File: src/rtl/push_button_debounce.sv
// Debounces a raw, bouncy push button into a clean pressed level plus one-cycle
// press/release strobes, after a two-flop synchronizer and a stability interval.
module push_button_debounce #(
    parameter int unsigned STABLE_CYCLES = 1000000,
    parameter int unsigned CNT_WIDTH     = 20,
    parameter logic        PRESSED_LEVEL = 1'b0
) (
    input  logic osc_50,
    input  logic reset_n,
    input  logic push_button,
    output logic pressed,
    output logic press_pulse,
    output logic release_pulse
);

    typedef enum logic [1:0] {
        ST_RELEASED,
        ST_CHECK_PRESS,
        ST_PRESSED,
        ST_CHECK_RELEASE
    } state_t;

    localparam logic [CNT_WIDTH-1:0] LAST_CNT = CNT_WIDTH'(STABLE_CYCLES - 1);

    logic                 w_btn_raw;
    logic                 r_s1;
    logic                 r_s2;
    state_t               r_state;
    state_t               w_state_nxt;
    logic [CNT_WIDTH-1:0] r_cnt;
    logic [CNT_WIDTH-1:0] w_cnt_nxt;
    logic                 r_pressed;
    logic                 w_pressed_nxt;
    logic                 r_press_pulse;
    logic                 w_press_pulse_nxt;
    logic                 r_release_pulse;
    logic                 w_release_pulse_nxt;

    // Normalized so that 1 always means pressed, whatever the board polarity.
    assign w_btn_raw = (push_button == PRESSED_LEVEL);

    always_ff @(posedge osc_50 or negedge reset_n) begin
        if (!reset_n) begin
            r_s1 <= 1'b0;
            r_s2 <= 1'b0;
        end else begin
            r_s1 <= w_btn_raw;
            r_s2 <= r_s1;
        end
    end

    always_ff @(posedge osc_50 or negedge reset_n) begin
        if (!reset_n) begin
            r_state         <= ST_RELEASED;
            r_cnt           <= '0;
            r_pressed       <= 1'b0;
            r_press_pulse   <= 1'b0;
            r_release_pulse <= 1'b0;
        end else begin
            r_state         <= w_state_nxt;
            r_cnt           <= w_cnt_nxt;
            r_pressed       <= w_pressed_nxt;
            r_press_pulse   <= w_press_pulse_nxt;
            r_release_pulse <= w_release_pulse_nxt;
        end
    end

    always_comb begin
        w_state_nxt         = r_state;
        w_cnt_nxt           = r_cnt;
        w_pressed_nxt       = r_pressed;
        w_press_pulse_nxt   = 1'b0;
        w_release_pulse_nxt = 1'b0;
        case (r_state)
            ST_RELEASED: begin
                w_pressed_nxt = 1'b0;
                if (r_s2) begin
                    w_state_nxt = ST_CHECK_PRESS;
                    w_cnt_nxt   = '0;
                end
            end
            ST_CHECK_PRESS: begin
                w_pressed_nxt = 1'b0;
                if (!r_s2) begin
                    w_state_nxt = ST_RELEASED;
                end else if (r_cnt == LAST_CNT) begin
                    w_state_nxt       = ST_PRESSED;
                    w_pressed_nxt     = 1'b1;
                    w_press_pulse_nxt = 1'b1;
                end else begin
                    w_cnt_nxt = r_cnt + 1'b1;
                end
            end
            ST_PRESSED: begin
                w_pressed_nxt = 1'b1;
                if (!r_s2) begin
                    w_state_nxt = ST_CHECK_RELEASE;
                    w_cnt_nxt   = '0;
                end
            end
            ST_CHECK_RELEASE: begin
                w_pressed_nxt = 1'b1;
                if (r_s2) begin
                    w_state_nxt = ST_PRESSED;
                end else if (r_cnt == LAST_CNT) begin
                    w_state_nxt         = ST_RELEASED;
                    w_pressed_nxt       = 1'b0;
                    w_release_pulse_nxt = 1'b1;
                end else begin
                    w_cnt_nxt = r_cnt + 1'b1;
                end
            end
            default: begin
                w_state_nxt   = ST_RELEASED;
                w_cnt_nxt     = '0;
                w_pressed_nxt = 1'b0;
            end
        endcase
    end

    assign pressed       = r_pressed;
    assign press_pulse   = r_press_pulse;
    assign release_pulse = r_release_pulse;

endmodule

File: config.mk
export PLATFORM = sky130hd
export DESIGN_NAME = push_button_debounce
export DESIGN_NICKNAME = d
export VERILOG_FILES = /design/src/rtl/push_button_debounce.sv
export SDC_FILE = /design/constraint.sdc
export NUM_CORES = 1
export LEC_CHECK = 0
export ABC_AREA = 1
export CAP_MARGIN = 20
export CELL_PAD_IN_SITES_DETAIL_PLACEMENT = 1
export CELL_PAD_IN_SITES_GLOBAL_PLACEMENT = 1
export CORE_ASPECT_RATIO = 1.4
export CORE_MARGIN = 4
export CORE_UTILIZATION = 30
export DETAILED_ROUTE_END_ITERATION = 8
export GPL_ROUTABILITY_DRIVEN = 0
export PLACE_DENSITY = 0.54
export SLEW_MARGIN = 20
export SYNTH_ARGS = -nofsm -noshare
export SYNTH_HDL_FRONTEND = slang
export SYNTH_SLANG_ARGS = --single-unit
export TNS_END_PERCENT = 5
File: constraint.sdc
create_clock -name osc_50 -period 1.9 [get_ports osc_50]
set_input_delay 0.38 -clock osc_50 [delete_from_list [all_inputs] [get_ports osc_50]]
set_output_delay 0.38 -clock osc_50 [all_outputs]
set_load 0.01 [all_outputs]
== Word-level counts from Yosys, hierarchy flattened ==
Index checks and enable logic that the tools add are counted.

* Register bits: 27
* Bits of input ports: 3
* Output and inout bits: 3
* Word-level logic and storage cells: 43

* Add/sub/neg operators: 1
* Equality and inequality tests: 10
* Multiplexer cells: 21
* Bitwise logic cells: 1
* Reductions and logical operators: 3

{| class="wikitable"
|+ Operator list
! kind !! count
|-
| 2-to-1 mux 20 bit || 5
|-
| case mux 20 bit (4 select lines) || 1
|-
| adder 20 x 1 -> 20 bit, second input constant || 1
|-
| == test 20 bit, second input constant || 1
|-
| 2-to-1 mux 2 bit || 6
|-
| inequality test 2 bit, second input constant || 4
|-
| case mux 2 bit (4 select lines) || 1
|-
| AND reduction 4 bit || 2
|-
| 2-to-1 mux 1 bit || 7
|-
| inequality test 3 bit, second input constant || 2
|-
| == test 2 bit, second input constant || 2
|-
| case mux 1 bit (4 select lines) || 1
|-
| == test 2 x 1 -> 1 bit, second input constant || 1
|-
| logical NOT 2 bit || 1
|-
| inverter 1 bit || 1
|}

== Depth between registers and ports, before layout ==
* Word-level depth: 4
* Gate-level depth with buffers: 10
* Depth with buffers taken out: 9

== Worst setup path before layout ==
OpenSTA, ideal clock, no wires.

* Kind: reg2reg
* Start: register r_cnt[0]
* End: register r_cnt[7]
* Setup time: 0.119 ns
* Data arrival time: 1.375 ns
* Data required time: 1.781 ns
* Slack: 0.406 ns
* Cell stages (with the launch flop): 10
* Path buffers: 1
* Period minus slack after synthesis: 1.494 ns
* Path through: dfrtp_1 ha_1 nand2_2 nor2_4 nand3_2 nand2_4 nand2_2 buf_6 nand2_1 o21ai_2

* Cells in the longest elaborated chain, start to end: 4
* Elaborated cells between the ends (all ways): 6
* Those cells by class: 1 x add/sub; 1 x eq/ne; 4 x mux

{| class="wikitable"
|+ Ends and longest elaborated chain
! element !! RTL line !! source
|-
| from (decl) || 30 || <nowiki>logic [CNT_WIDTH-1:0] r_cnt;</nowiki>
|-
| from (signal assigned) || 61 || <nowiki>r_cnt <= w_cnt_nxt;</nowiki>
|-
| adder 20 x 1 -> 20 bit or == test 20 bit (tied branches) || n/a ||
|-
| 2-to-1 mux 20 bit * || 86, 105 ||
|-
| 2-to-1 mux 20 bit (on tied branches) || 103, 84 ||
|-
| case mux 20 bit (4 select lines) * || 74 || <nowiki>case (r_state)</nowiki>
|}

Every way passes the cells marked *; elsewhere a longest branch is shown, timed or not. The select of a mux whose other input is x is not followed.
A chain may end at the register's enable or synchronous reset.

== Final worst setup path ==
* Start: register r_cnt[6]
* End: register r_cnt[8]

The elaborated chain is that of the path after synthesis.

==> impl_metrics.tcl <==
set metrics [dict create \
    firstDrtPassIters 4 \
    portBuffers 5 \
    crit_path_max_incr_delay_ps 450 \
    syn-num-nets 235 \
    clk_pin_slew_worst_paths_ps 110 \
    yosysWarnings 0 \
    synth_top_area_share 0.408 \
    syn_inst 231 \
    ios 6 \
    antenna-diode-count 0 \
    fin_skew_ps 8.33 \
    grt_usage 0.149 \
    synth_cell_types 26 \
    setup_viol 0 \
    vias 1495 \
    netlist_area_um2 1660 \
    antenna_found_initial 0 \
    start_kind "flop" \
    synth_area_leaders "dfrtp_1, nand2_1, nor2_1, nand3_1, o21ai_2" \
    powerDensity_nw_per_um2 581 \
    r2r_slack_ps 240 \
    synth_edf_count 0 \
    drive_gt1_frac 0.112 \
    first_global_vias 1632 \
    netSwitchingFraction 0.280 \
    final_util 0.349 \
    cts_root_buf "clkbuf_8" \
    slew_headroom 0.750 \
    pwr-share-comb 0.100 \
    power_w 0.00107 \
    fin_crit_sh 0.874 \
    grt-ovfl-total 0 \
    dpl.hpwl_um 3590 \
    start_util 0.314 \
    clock_power_share 0.331 \
    slowest_stage "dfrtp_1" \
    critical_path.max_fanout 11 \
    period_needed_ps 1660 \
    viasPerCell 4.87 \
    tightest_slew_ps 376 \
    clk_latency_ps 280 \
    maxSlewViolCount 0 \
    wl_per_cell_um 14.9 \
    cts.sinks 27 \
    row_count 31 \
    numCtsBuffers 3 \
    fmax_mhz 602 \
    drc 0 \
    final_nets 246 \
    die_h_um 95.9 \
    avgSynthCellArea_um2 7.17 \
    p_sw_w 0.000299 \
    internal_power_w 0.000769 \
    yosys_most_used_dff "dfrtp_1" \
    yosys-top-cells-count "nand2_1, nor2_1, dfrtp_1" \
    cts_tree "built" \
    crit_arrival_ps 1840 \
    drv_cap 0 \
    yosysTopAreaCell "dfrtp_1" \
    seq_area_frac_synth 0.408 \
    synth_seq_cells 27 \
    grt_pass1_wl_um 7960 \
    cts.htree.levels 1 \
    wl_um 4580 \
    crit_type "flop to flop" \
    fin_setup_tns_ps 0 \
    seqPwrFrac 0.569 \
    status "completed" \
    cts_max_path_buffers 2 \
    yosys.cell_count.top_type "nand2_1" \
    hold_path.class "flop to flop" \
    required_ps 2080 \
    finalHoldViolCount 0 \
    die_w_um 70.8 \
    rsz0062_at_grt "no" \
    syn_to_final_growth_pct 11.0 \
    cp_top_family "simple AND/OR/NAND/NOR gates" \
    async_reset_ff_frac 1.00 \
    postCtsHoldBufs 0 \
    critPathCaptureType "flop" \
    drt_iter0_markers 39 \
    grt_max_degree 28 \
    power.leakage_nw 0.776 \
    ant_nets 0 \
    ir_drop_mv 0.223 \
    die_area_um2 6790 \
    coreArea_um2 5280 \
    critPathBufInv 1 \
    path_cells "inv_1 -> nand4_1 -> nor2_1 -> nand3_2 -> nand2_4 -> nand2_2 -> nand2_1 -> o21ai_2" \
]
## logic make-up after synthesis
family,after synthesis,synth area share
AO/OA/AOI/OAI,18,0.0740
XOR/XNOR,8,0.0423
adder cells (fa/ha/maj),1,0.00755
buffers and inverters,22,0.0634
flip-flops,27,0.408
AND/OR/NAND/NOR,155,0.405
## flip-flops by register name, summed over array words and instances, names as in the netlist, named ones only
name / flops
r_s2: 1
r_state: 1
r_s1: 1
release_pulse: 1
pressed: 1
press_pulse: 1
r_cnt: 20
## per-stage QoR
stage	instances	cell area (um2)	hold slack [ps]	worst slack (ps)
floorplan	231	1660	84.4	406
global placement	303	1790	335	230
detailed placement	303	1790	336	156
CTS	307	1830	362	121
global route	307	1840	380	20.1
finish	307	1840	358	239
## cells in the final DEF, fill, tap and decap left out, types with 2 or more instances in the layout
master	n
nand2_4	2
nor2_2	2
o21ai_0	3
inv_1	18
or2_2	2
o21ai_1	5
xor2_1	7
nand2_2	2
buf_4	4
nand4_1	6
o21ai_2	8
nand3_1	18
nor2_1	40
clkdlybuf4s50_1	5
nor3_1	4
clkbuf_8	3
dfrtp_1	27
nand2_1	74
## routing by layer
metal | part of all wire | GRT usage | wire length [um]
met5 | 0 | 0 | 0
met1 | 0.44 | 0.171 | 2030
met2 | 0.52 | 0.283 | 2400
met3 | 0.018 | 0.0209 | 81
met4 | 0.016 | 0.0470 | 75
## path summary, 6_finish.rpt
path | startpoint | endpoint | cells past startpoint
max | r_cnt[6] | r_cnt[8] | 8
min | r_s1 | r_s2 | 0
max reg2reg | r_cnt[6] | r_cnt[8] | 8
min reg2reg | r_s1 | r_s2 | 0
max in group asynchronous | reset_n | r_cnt[19] | 2
min in group asynchronous | reset_n | r_state[0] | 2
## area by class of cell
class / count / area [um2]
Timing Repair Buffer: 9 / 80.1
Inverter: 19 / 71.3
Tap cell: 66 / 82.6
Fill cell: 686 / 3440
Sequential cell: 27 / 676
Clock buffer: 3 / 41.3
Multi-Input combinational cell: 182 / 881
Clock inverter: 1 / 7.51
## timing repair
action | in CTS | in global routing
endpoints found under the setup margin | 0 | 6
gates resized for setup | 0 | 1
buffers inserted | 0 | 0
endpoints found under the hold margin | 0 | 0
## power groups by stage
stage	sequential, W	combinational (W)	clock, W
2_1_floorplan	0.000617	0.0000673	0
3_3_place_gp	0.000617	0.000107	0
3_5_place_dp	0.000618	0.000109	0
4_1_cts	0.000607	0.000110	0.000375
5_1_grt	0.000610	0.000120	0.000393
6_report	0.000608	0.000107	0.000353
Power figures use the tool's default switching activity.
